File: src/rtl/iu_fpu_ctl.sv
// IU-to-FPU handshake controller: issues one FP operation at a time and returns the captured result.
// Optional FPU_TIMEOUT_EN adds a WAIT-cycle watchdog that aborts a stuck FPU operation.
module iu_fpu_ctl #(
  parameter int TIMEOUT_CYCLES = 255
) (
  input  logic        clk,
  input  logic        reset_l,
  input  logic        req_valid,
  input  logic [7:0]  req_op,
  input  logic [31:0] req_a,
  input  logic [31:0] req_b,
  output logic        req_ready,
  input  logic        iu_hold,
  input  logic        iu_kill,
  output logic        res_valid,
  output logic [31:0] res_data,
  output logic        res_err,
  output logic [7:0]  fpop,
  output logic        fpop_valid,
  output logic [31:0] fpain,
  output logic [31:0] fpbin,
  output logic        fphold,
  output logic        fpkill,
  input  logic        fpbusyn,
  input  logic [31:0] fpout
);

  typedef enum logic [1:0] {
    S_IDLE  = 2'd0,
    S_ISSUE = 2'd1,
    S_WAIT  = 2'd2
  } state_t;

  state_t      r_state;
  state_t      w_state_next;
  logic        w_accept;
  logic        w_complete;
  logic        w_kill;
  logic        w_timeout;
  logic [7:0]  r_fpop;
  logic [31:0] r_fpain;
  logic [31:0] r_fpbin;
  logic        r_fpkill;
  logic        r_res_valid;
  logic [31:0] r_res_data;

`ifdef FPU_TIMEOUT_EN
  localparam logic [31:0] TO_LAST = 32'(TIMEOUT_CYCLES - 1);
  logic [31:0] r_cnt;
  logic        r_res_err;
`endif

  always_comb begin
    w_state_next = r_state;
    w_accept     = 1'b0;
    w_complete   = 1'b0;
    w_kill       = 1'b0;
    w_timeout    = 1'b0;
    case (r_state)
      S_IDLE: begin
        if (req_valid && !iu_kill) begin
          w_accept     = 1'b1;
          w_state_next = S_ISSUE;
        end
      end
      S_ISSUE: begin
        if (iu_kill) begin
          w_kill       = 1'b1;
          w_state_next = S_IDLE;
        end else if (!iu_hold) begin
          w_state_next = S_WAIT;
        end
      end
      S_WAIT: begin
        // Kill beats completion, completion beats the watchdog.
        if (iu_kill) begin
          w_kill       = 1'b1;
          w_state_next = S_IDLE;
        end else if (fpbusyn && !iu_hold) begin
          w_complete   = 1'b1;
          w_state_next = S_IDLE;
        end
`ifdef FPU_TIMEOUT_EN
        else if (!iu_hold && (r_cnt >= TO_LAST)) begin
          w_timeout    = 1'b1;
          w_state_next = S_IDLE;
        end
`endif
      end
      default: w_state_next = S_IDLE;
    endcase
  end

  always_ff @(posedge clk or negedge reset_l) begin
    if (!reset_l) begin
      r_state     <= S_IDLE;
      r_fpop      <= 8'h00;
      r_fpain     <= 32'h0;
      r_fpbin     <= 32'h0;
      r_fpkill    <= 1'b0;
      r_res_valid <= 1'b0;
      r_res_data  <= 32'h0;
    end else begin
      r_state     <= w_state_next;
      r_fpkill    <= w_kill | w_timeout;
      r_res_valid <= w_complete | w_timeout;
      if (w_accept) begin
        r_fpop  <= req_op;
        r_fpain <= req_a;
        r_fpbin <= req_b;
      end
      if (w_complete) begin
        r_res_data <= fpout;
      end else if (w_timeout) begin
        r_res_data <= 32'h0;
      end
    end
  end

`ifdef FPU_TIMEOUT_EN
  // Counts only non-hold WAIT cycles; anything outside WAIT clears it so each entry starts at 0.
  always_ff @(posedge clk or negedge reset_l) begin
    if (!reset_l) begin
      r_cnt     <= 32'h0;
      r_res_err <= 1'b0;
    end else begin
      r_res_err <= w_timeout;
      if (r_state != S_WAIT) begin
        r_cnt <= 32'h0;
      end else if (!iu_hold) begin
        r_cnt <= r_cnt + 32'h1;
      end
    end
  end

  assign res_err = r_res_err;
`else
  assign res_err = 1'b0;
`endif

  assign req_ready  = (r_state == S_IDLE);
  assign fpop_valid = (r_state == S_ISSUE);
  assign fphold     = (r_state != S_IDLE) && iu_hold;
  assign fpkill     = r_fpkill;
  assign res_valid  = r_res_valid;
  assign res_data   = r_res_data;
  assign fpop       = r_fpop;
  assign fpain      = r_fpain;
  assign fpbin      = r_fpbin;

endmodule

File: config.mk
export PLATFORM = sky130hd
export DESIGN_NAME = iu_fpu_ctl
export DESIGN_NICKNAME = d
export VERILOG_FILES = /design/src/rtl/iu_fpu_ctl.sv
export SDC_FILE = /design/constraint.sdc
export NUM_CORES = 1
export LEC_CHECK = 0
export ABC_AREA = 1
export CORE_UTILIZATION = 39
export DETAILED_ROUTE_END_ITERATION = 8
export PLACE_DENSITY = 0.88
export RECOVER_POWER = 50
export SYNTH_ARGS = -nofsm -noshare
export SYNTH_HDL_FRONTEND = slang
export SYNTH_SLANG_ARGS = --single-unit
File: constraint.sdc
create_clock -name clk -period 1.5 [get_ports clk]
set_input_delay 0.3 -clock clk [delete_from_list [all_inputs] [get_ports clk]]
set_output_delay 0.3 -clock clk [all_outputs]
set_load 0.01 [all_outputs]
==> Word level (Yosys, flattened, before mapping) <==
Cells that the tools add are included.
{ "op_classes": {"add_sub_neg": 0, "mul": 0, "n_div": 0, "order_cmp": 0, "n_eq_ne": 5, "n_shift": 0, "n_mux": 13, "n_bitwise": 0, "n_reduce_logical": 9} }
{ "ops": {"columns": ["operator", "count"], "rows": [
  ["two-way mux 2 bit", 5],
  ["two-way mux 1 bit", 7],
  ["!= test 3 bit (second input constant)", 2],
  ["case mux 2 bit (3 select lines)", 1],
  ["logical AND 1 bit", 3],
  ["AND reduction 3 bit", 1],
  ["== test 2 x 1 -> 1 bit (second input constant)", 1],
  ["== test 2 bit (second input constant)", 1],
  ["logical NOT 1 bit", 2],
  ["logical NOT 2 bit", 1],
  ["!= test 2 x 1 -> 1 bit (second input constant)", 1],
  ["nonzero test 2 bit", 1],
  ["OR reduction 2 bit", 1]
]} }
{ "totals": {"regBits": 108, "latchBits": 0, "ramBits": 0, "romBits": 0, "wordCells": 34, "n_memories": 0} }

==> Logic depth before layout (Yosys ltp) <==
Gate-level depths: netlist (run 1).
{ "depth": {"word_depth": 5, "ltp_mapped": 9} }

==> Worst setup path before layout (run 1) <==
OpenSTA, ideal clock, no wires.
{ "synth_path": {"path_type": "reg2out", "startpoint": "register r_state[0]", "endpoint": "output port fphold", "arrival_ps": 1240, "required_ps": 1200, "slack_ps": -40, "path_stages_with_launch": 6, "cell_sequence": "dfrtp_1 > inv_1 > ha_1 > buf_4 > buf_4 > nor2_1"} }
{ "synth_between": {"elab_chain_len": 2} }
{ "synth_rtl": {"columns": ["item", "line_no", "rtl"], "rows": [
  ["start: declaration", "34", "state_t r_state;"],
  ["start signal: assignment", "104", "r_state <= w_state_next;"],
  ["nonzero test 2 bit", "143", "assign fphold = (r_state != S_IDLE) && iu_hold;"],
  ["logical AND 1 bit", "143", null],
  ["end: declaration", "22", "output logic fphold,"]
]} }
No other way between the ends.

==> Worst setup path after layout (run 1) <==
{ "layout_path": {"startpoint": "register r_state[0]", "endpoint": "register r_res_data[6] (netlist: res_data[6])"} }
{ "layout_between": {"elab_chain_len": 2} }
{ "layout_rtl": {"columns": ["item", "line_no", "rtl"], "rows": [
  ["== test 2 bit", "59", "case (r_state)"],
  ["two-way mux 1 bit", "59", null],
  ["end signal: assignment", "113", "r_res_data <= fpout;"],
  ["end: declaration", "45", "logic [31:0] r_res_data;"]
]} }
No other way between the ends.
A chain may end at the register's enable or synchronous reset.

==> impl_metrics.env, run 1 <==
export IMPL_status="finished, final reports clean"
export IMPL_seq_power_share_pct=38.1
export IMPL_rr_worst_depth=10
export IMPL_tns_ps=0
export IMPL_num_vias=4177
export IMPL_hp_class="register to register"
export IMPL_switching_share_pct=37.5
export IMPL_syn_nets=594
export IMPL_cts_root_buf="clkbuf_16"
export IMPL_crit_fanout=8
export IMPL_clock_sinks=108
export IMPL_diodes=0
export IMPL_htreeDepth=3
export IMPL_timing_rr_end="res_data[6]"
export IMPL_critPathSlowestCell="dfrtp_1"
export IMPL_grtUsageTotal_pct=22.1
export IMPL_vias_per_cell=4.90
export IMPL_power_internal_w=0.00815
export IMPL_setup_violations=0
export IMPL_yosysSeqAreaShare_pct=61.2
export IMPL_placedCellCount=829
export IMPL_area_growth_synth_to_final_pct=63.5
export IMPL_fin_crit_sh_pct=99.9
export IMPL_routedWlPerCell_um=15.8
export IMPL_ios=220
export IMPL_synthDistinctLibCells=17
export IMPL_final_hold_viol_count=0
export IMPL_die_width_um=108
export IMPL_fin_ws_ps=2.12
export IMPL_power_switching_w=0.00490
export IMPL_end_kind="register"
export IMPL_synth_area_per_cell_um2=9.17
export IMPL_peakVddDrop_uv=797
export IMPL_r2r_start="r_state[0]"
export IMPL_critPathLaunch="r_state[0]"
export IMPL_initial_utilization_pct=40.4
export IMPL_pwr_share_clk_pct=16.9
export IMPL_stdcell_count=853
export IMPL_core_area_mm2=0.0109
export IMPL_gp_congestion=0.809
export IMPL_clk_pin_slew_ps=70
export IMPL_ant_nets=0
export IMPL_ys_seq_elements=108
export IMPL_cts_buffers=9
export IMPL_die_area_mm2=0.0117
export IMPL_fmax_ghz=0.668
export IMPL_synth_yosys_warnings=0
export IMPL_clockBufferDepth=2
export IMPL_reg2reg_slack_ps=2
export IMPL_worst_pin_slew_ps=823
export IMPL_drt_iter0_drc=222
export IMPL_rsz0062_at_grt="true"
export IMPL_place_ws_ps=-251
export IMPL_clock_skew_ps=8.12
export IMPL_grt_pass1_vias=4177
export IMPL_max_slew_margin_pct=45.1
export IMPL_synth_cells=481
export IMPL_finalCriticalPeriod_ps=1500
export IMPL_start_kind="register"
export IMPL_insertion_delay_ps=330
export IMPL_drive_gt1_share_pct=12.3
export IMPL_die_y_um=108
export IMPL_synth_area_mm2=0.00441
export IMPL_power_w=0.0131
export IMPL_crit_path_cell_trace="inv_2 -> buf_6 -> ha_4 -> inv_2 -> nor2_4 -> nand3_4 -> inv_6 -> clkbuf_16 -> nand2_1 -> nand2_1"
export IMPL_final_net_count=821
export IMPL_drt_wl_total_um=13500
export IMPL_drt_pass1_iterations=4
export IMPL_numPortBuffers=218
export IMPL_endpoint="res_data[6]"
export IMPL_drv_slew=0
export IMPL_final_core_utilization_pct=66.0
export IMPL_grt_ovfl_total=0
export IMPL_p_comb_share_pct=44.9
export IMPL_hpwl_um=9190
export IMPL_drc=0
export IMPL_leakagePower_nw=3.87
export IMPL_power_density_mw_per_mm2=1810
export IMPL_cp_arrival_ps=1770
export IMPL_path_class="register to register"
export IMPL_std_cell_rows=38
export IMPL_grt_pass1_wl_um=20100
export IMPL_critical_path_max_stage_delay_ps=400
export IMPL_antenna_found_initial=0
export IMPL_cp_required_ps=1770
export IMPL_drv_cap=0
export IMPL_grt_start_max_net_pins=43
export IMPL_tritoncts="built"
cells in the final DEF (no fill, tap or decap), drive strengths merged:
| cell | netlist | final |
|---|---|---|
| ha | 3 | 3 |
| nand4 | 2 | 2 |
| inv | 9 | 10 |
| clkdlybuf4s50 | 0 | 108 |
| clkinv | 0 | 5 |
| clkbuf | 0 | 14 |
| clkinvlp | 0 | 1 |
| conb | 1 | 1 |
| nor2 | 3 | 3 |
| nand2 | 250 | 250 |
| dfrtp | 108 | 108 |
| nand3 | 75 | 75 |
| dlygate4sd2 | 0 | 106 |
| buf | 30 | 26 |
| dlygate4sd3 | 0 | 1 |
synth_stat cells:
master   number  area share, %
nand3_1      64            7.3
dfrtp_1     108             61
ha_1          3           0.85
nor2_1        2           0.17
buf_6        10            2.6
nand2_1     248             21
conb_1        1          0.085
nand3_2      11            2.5
nand4_1       2           0.28
buf_2        16            1.8
inv_2         2           0.17
buf_4         3           0.51
nand2_4       1           0.26
buf_8         1           0.34
nor2_2        1           0.14
inv_1         7           0.60
nand2_2       1           0.14
routing by layer:
layer | global-route usage (%) | part of all wire (%)
met2 | 39.2 | 52
met5 | 0 | 0
met3 | 3.13 | 4.6
met1 | 26.3 | 40
met4 | 10.2 | 3.0
through the flow:
step                      hold WS, ps  instance area [um^2]
final                             464                  7210
after detailed placement          273                  6820
after global routing              489                  7210
after CTS                         453                  7030
after global placement            267                  6820
after floorplan                  4.41                  4420
worst min path at each step:
stage	start	end	slack, ps	cells past startpoint
after floorplan	reset_l	fpain[0]	4	0
after global placement	reset_l	fpain[22]	270	1
after detailed placement	reset_l	fpain[30]	270	1
after CTS	reset_l	fpain[27]	450	2
after global routing	fpain[3]	fpain[3]	490	2
final	fpain[3]	fpain[3]	460	2
timing repair:
item	CTS	global route
cloned	1	5
pin swaps	1	9
endpoints found under the setup margin	114	58
buffers inserted	1	0
hold buffers	1	0
gates resized for setup	126	30
endpoints found under the hold margin	26	0
critical path: cells and delay by family (launching register included):
family	cells	cell delay (ps)
flops	1	400
buf+inv	5	540
fa+ha+maj	1	110
simple gates	4	380
power by group through the flow:
stage                     combinational [W]  clock (W)  sequential (W)
after global placement              0.00620          0         0.00499
after global routing                0.00641    0.00237         0.00513
final                               0.00587    0.00221         0.00497
after CTS                           0.00570    0.00225         0.00497
after floorplan                     0.00189          0         0.00565
after detailed placement            0.00640          0         0.00504
final cells by class:
class,instances,area (um^2)
Timing Repair Buffer,246,2460
Sequential cell,108,2700
Clock inverter,7,52.6
Inverter,9,38.8
Clock buffer,9,225
Fill cell,898,3720
Tap cell,140,175
Multi-Input combinational cell,334,1550
cell families (layout without fill, tap and decap cells):
logic type | count (synthesis) | in the layout | share of synthesized area (%)
buffers and inverters | 39 | 271 | 5.98
other | 1 | 1 | 0.0850
DFF | 108 | 108 | 61.2
and+or+nand+nor | 330 | 330 | 31.8
adders and majority gates | 3 | 3 | 0.851
registers in the layout (all words and copies together), names as in the netlist:
name and cells:
fpain 32, fpbin 32, res_data 32, fpop 8, r_state 2, fpkill 1, res_valid 1
Power figures use the tool's default switching activity.
==> run 2: changes to the inputs <==
--- a/config.mk
+++ b/config.mk
@@ -6,10 +6,12 @@
 export NUM_CORES = 1
 export LEC_CHECK = 0
 export ABC_AREA = 1
+export CORE_MARGIN = 5
 export CORE_UTILIZATION = 39
 export DETAILED_ROUTE_END_ITERATION = 8
 export PLACE_DENSITY = 0.88
 export RECOVER_POWER = 50
+export SETUP_SLACK_MARGIN = 0.05
 export SYNTH_ARGS = -nofsm -noshare
 export SYNTH_HDL_FRONTEND = slang
 export SYNTH_SLANG_ARGS = --single-unit
==> run 2 against run 1 <==
Critical path type is now register to primary output. Final area decreased by 2.1%. Hold slack hardly changed. Sequential share of layout area rose by 0.80 points. Sequential cell count stayed put. Clock-buffer cell count rose by 3. Critical path depth decreased by 6. Combinational power shrank 2%. Routed wire length rose by 1.7%.
==> impl_metrics.env, run 2 (synthesis results as in run 1) <==
export IMPL_die_area_mm2=0.0135
export IMPL_antenna_found_initial=0
export IMPL_drv_slew=0
export IMPL_cp_arrival_ps=1150
export IMPL_crit_fanout=4
export IMPL_leakagePower_nw=3.81
export IMPL_fill_cells=914
export IMPL_area_growth_synth_to_final_pct=60.0
export IMPL_drv_cap=0
export IMPL_grtUsageTotal_pct=20.3
export IMPL_start_kind="register"
export IMPL_final_common_cell="nand2_1"
export IMPL_die_y_um=116
export IMPL_met3_length_um=937
export IMPL_insertion_delay_ps=340
export IMPL_hold_path_cell_count=2
export IMPL_cts_root_buf="clkbuf_16"
export IMPL_power_density_mw_per_mm2=1830
export IMPL_drt_wl_total_um=13700
export IMPL_seq_area_mm2=0.00270
export IMPL_drive_gt1_share_pct=9.73
export IMPL_highest_layer="met4"
export IMPL_mostFrequentLayoutCells="242 x nand2_1, 108 x dfrtp_1, 108 x clkdlybuf4s50_1"
export IMPL_ant_nets=0
export IMPL_rsz0062_at_grt="true"
export IMPL_std_cell_rows=38
export IMPL_clock_sinks=108
export IMPL_finalCriticalPeriod_ps=1450
export IMPL_grt_start_max_net_pins=59
export IMPL_fin_crit_sh_pct=96.6
export IMPL_drt_iter0_drc=215
export IMPL_diodes=0
export IMPL_multi_input_area_mm2=0.00152
export IMPL_whs_ps=464
export IMPL_end_kind="primary output"
export IMPL_cts_buffers=9
export IMPL_status="finished, final reports clean"
export IMPL_final_net_count=819
export IMPL_routedWlPerCell_um=16.2
export IMPL_htreeDepth=3
export IMPL_setup_violations=0
export IMPL_tritoncts="built"
export IMPL_grt_pass1_wl_um=21500
export IMPL_drt_pass1_iterations=5
export IMPL_grt_ovfl_total=0
export IMPL_cp_required_ps=1200
export IMPL_place_area_mm2=0.00680
export IMPL_initial_utilization_pct=40.2
export IMPL_peakVddDrop_uv=840
export IMPL_num_vias=4128
export IMPL_clock_skew_ps=9.60
export IMPL_final_hold_viol_count=0
export IMPL_core_area_mm2=0.0110
export IMPL_gp_congestion=0.820
export IMPL_placedCellCount=831
export IMPL_numPortBuffers=218
export IMPL_route_met2_wl_um=7230
export IMPL_vias_per_cell=4.86
export IMPL_drc=0
export IMPL_hp_class="register to register"
export IMPL_fmax_ghz=0.690
export IMPL_worst_pin_slew_ps=780
export IMPL_die_width_um=116
export IMPL_met1Wirelength_um=5090
export IMPL_grt_pass1_vias=4445
export IMPL_rr_worst_depth=10
export IMPL_ios=220
export IMPL_clk_pin_slew_ps=60
export IMPL_final_area_mm2=0.00706
export IMPL_path_class="register to primary output"
export IMPL_power_w=0.0129
export IMPL_hpwl_um=10000
export IMPL_clockBufferDepth=2
export IMPL_max_slew_margin_pct=48.0
export IMPL_stdcell_count=849
## run 2: area by class of cell
type,instances,area share [%]
sequential,108,38.3
timing repair buffer,244,33.5
multi-input combinational,334,21.6
clock buffer,12,3.49
tap,140,2.48
inverter,9,0.549
clock inverter,2,0.177
## run 2: final timing paths
check,startpoint,to,slack [ps]
worst min-delay path,fpbin[2],fpbin[2],460
max in group asynchronous,reset_l,res_data[22],240
min in group asynchronous,reset_l,fpain[17],690
worst max register to register,r_state[0],res_data[8],50
worst min register to register,fpbin[2],fpbin[2],460
worst max-delay path,r_state[0],fphold,50
## run 2: timing repair
item	CTS	global route
pin swaps	2	5
hold buffers	1	0
setup endpoints to repair	185	72
hold endpoints to repair	108	0
gates cloned	2	0
gates resized for setup	136	17
buffers inserted	3	2
## run 2: worst max-delay path: stages (launching register included)
cell and delay [ps]:
dfrtp_1 390, inv_2 90, ha_4 180, nor2_2 40, buf_2 130
## run 2: power by group
part	switching, W	internal, W
registers	0.000738	0.00427
logic	0.00311	0.00267
clock network	0.000951	0.00115
## run 2: through the flow
| stage | util, % | setup slack, ps | setup TNS [ps] |
|---|---|---|---|
| 2_1_floorplan | - | 74.5 | 0 |
| 3_3_place_gp | 61.9 | -246 | -7900 |
| 3_5_place_dp | 61.9 | -246 | -12440 |
| 4_1_cts | 64.6 | -57.5 | -956 |
| 5_1_grt | 64.3 | -14.9 | -86.7 |
| 6_report | 64.3 | 50.5 | 0 |
## run 2: routing by layer
metal  vias to the layer above  GRT usage (%)
met5                         -              0
met4                         0           10.3
met3                        36           4.20
met2                       167           35.9
met1                      1969           23.1
li1                       1956              -
==> run 3: changes to the inputs <==
--- a/config.mk
+++ b/config.mk
@@ -6,7 +6,7 @@
 export NUM_CORES = 1
 export LEC_CHECK = 0
 export ABC_AREA = 1
-export CORE_MARGIN = 5
+export CORE_MARGIN = 3
 export CORE_UTILIZATION = 39
 export DETAILED_ROUTE_END_ITERATION = 8
 export PLACE_DENSITY = 0.88
==> constraint.sdc (replaced) <==
create_clock -name clk -period 1.7 [get_ports clk]
set_input_delay 0.34 -clock clk [delete_from_list [all_inputs] [get_ports clk]]
set_output_delay 0.34 -clock clk [all_outputs]
set_load 0.01 [all_outputs]
==> run 3 against run 2 <==
Combinational power down 4.3%. Clock-buffer cell count unchanged. Largest cell class unchanged. Hold slack better by 5.8 ps. Setup slack better by 19 ps. First-iteration DRC count up 2.8%. Sequential cell count unchanged. Total power down 5.4%. Clock skew down 2.7 ps. Non-clock buffer count down 9. Global-route usage up 0.27 points. Critical endpoint is now req_ready. Via count down 1.6%.
==> impl_metrics.env, run 3 (synthesis results as in run 1) <==
export IMPL_status="finished, final reports clean"
export IMPL_grt_ovfl_total=0
export IMPL_path_class="register to primary output"
export IMPL_grt_start_max_net_pins=42
export IMPL_routedWlPerCell_um=15.7
export IMPL_drt_pass1_iterations=5
export IMPL_rsz0062_at_grt="true"
export IMPL_ios=220
export IMPL_die_area_mm2=0.0126
export IMPL_final_hold_viol_count=0
export IMPL_finalCriticalPeriod_ps=1630
export IMPL_tns_ps=0
export IMPL_critPathLaunch="r_state[1]"
export IMPL_cp_arrival_ps=1290
export IMPL_numPortBuffers=218
export IMPL_clockBufferDepth=2
export IMPL_peakVddDrop_uv=844
export IMPL_mostFrequentLayoutCells="248 x nand2_1, 211 x clkdlybuf4s50_1, 108 x dfrtp_1"
export IMPL_num_vias=4061
export IMPL_place_area_mm2=0.00675
export IMPL_fin_ws_ps=69.7
export IMPL_diodes=0
export IMPL_drv_slew=0
export IMPL_grt_pass1_vias=4133
export IMPL_power_density_mw_per_mm2=1730
export IMPL_start_kind="register"
export IMPL_std_cell_rows=38
export IMPL_drt_iter0_drc=221
export IMPL_die_width_um=112
export IMPL_antenna_found_initial=0
export IMPL_final_net_count=810
export IMPL_setup_violations=0
export IMPL_htreeDepth=3
export IMPL_whs_ps=470
export IMPL_hpwl_um=9660
export IMPL_final_area_mm2=0.00703
export IMPL_clock_skew_ps=6.95
export IMPL_clock_sinks=108
export IMPL_end_kind="primary output"
export IMPL_place_ws_ps=-273
export IMPL_leakagePower_nw=3.45
export IMPL_drt_wl_total_um=13300
export IMPL_r2r_start="r_state[1]"
export IMPL_gp_congestion=0.888
export IMPL_final_common_cell="nand2_1"
export IMPL_cts_buffers=9
export IMPL_drive_gt1_share_pct=6.84
export IMPL_crit_fanout=4
export IMPL_hp_class="register to register"
export IMPL_worst_pin_slew_ps=787
export IMPL_cts_root_buf="clkbuf_16"
export IMPL_grt_pass1_wl_um=20800
export IMPL_insertion_delay_ps=340
export IMPL_max_slew_margin_pct=47.5
export IMPL_ant_nets=0
export IMPL_cp_required_ps=1360
export IMPL_vias_per_cell=4.82
export IMPL_fmax_ghz=0.613
export IMPL_clk_pin_slew_ps=70
export IMPL_fin_crit_sh_pct=95.9
export IMPL_final_core_utilization_pct=64.3
export IMPL_die_y_um=112
export IMPL_core_area_mm2=0.0109
export IMPL_grtUsageTotal_pct=20.5
export IMPL_area_growth_synth_to_final_pct=59.4
export IMPL_drc=0
export IMPL_hp_start="fpbin[3]"
export IMPL_initial_utilization_pct=40.4
export IMPL_drv_cap=0
export IMPL_fill_cells=899
export IMPL_tritoncts="built"
-- run 3: cell count changes in the layout (fill, tap and decap cells not counted), sizes merged --
| cell | change |
|---|---|
| buf | -8 |
| bufinv | +2 |
| clkbuf | -2 |
| clkdlybuf4s15 | +1 |
| clkdlybuf4s25 | +3 |
| clkdlybuf4s50 | +103 |
| clkinv | -1 |
| dlygate4sd2 | -106 |
| inv | +1 |
-- run 3: area by class of cell --
type,instances,area [um^2],area share [%]
Sequential cell,108,2700,38.4
Tap cell,140,175,2.49
Inverter,9,33.8,0.480
Timing Repair Buffer,235,2350,33.4
Multi-Input combinational cell,334,1450,20.7
Clock inverter,4,72.6,1.03
Clock buffer,12,246,3.50
-- run 3: through the flow --
stage,std cells,total power (W)
after detailed placement,825,0.0101
after global routing,842,0.0129
after CTS,842,0.0123
after global placement,825,0.00983
after floorplan,481,0.00664
final,842,0.0122
-- run 3: worst paths after layout --
kind / endpoint / slack, ps / cells after the start
worst min register to register: fpbin[3] / 470 / 2
max in group asynchronous: fpain[3] / 240 / 3
worst max-delay path: req_ready / 70 / 3
min in group asynchronous: fpain[12] / 630 / 2
worst max register to register: fpbin[28] / 110 / 7
worst min-delay path: fpbin[3] / 470 / 2
-- run 3: power by group --
group          internal, W  switching, W
Clock              0.00133      0.000893
Sequential         0.00377      0.000679
Combinational      0.00292       0.00261
Total              0.00802       0.00418
-- run 3: repair_timing --
| action | 4_1_cts | 5_1_grt |
|---|---|---|
| setup buffers | 0 | 0 |
| hold buffers | 1 | 0 |
| endpoints found under the setup margin | 23 | 18 |
| endpoints found under the hold margin | 28 | 0 |
| pin swaps | 0 | 0 |
| resized for setup | 11 | 6 |
-- run 3: critical path: stages, from the launching register on --
cell and delay [ps]:
dfrtp_1 390, inv_1 120, ha_4 170, clkdlybuf4s15_1 270
-- run 3: routing by layer --
layer / vias to the layer above / global-route usage (%) / part of all wire, %
met4: 0 / 6.25 / 1.8
met2: 169 / 35.6 / 51
met1: 1941 / 25.0 / 39
met3: 19 / 5.71 / 8.0
met5: - / 0 / 0
li1: 1932 / - / -
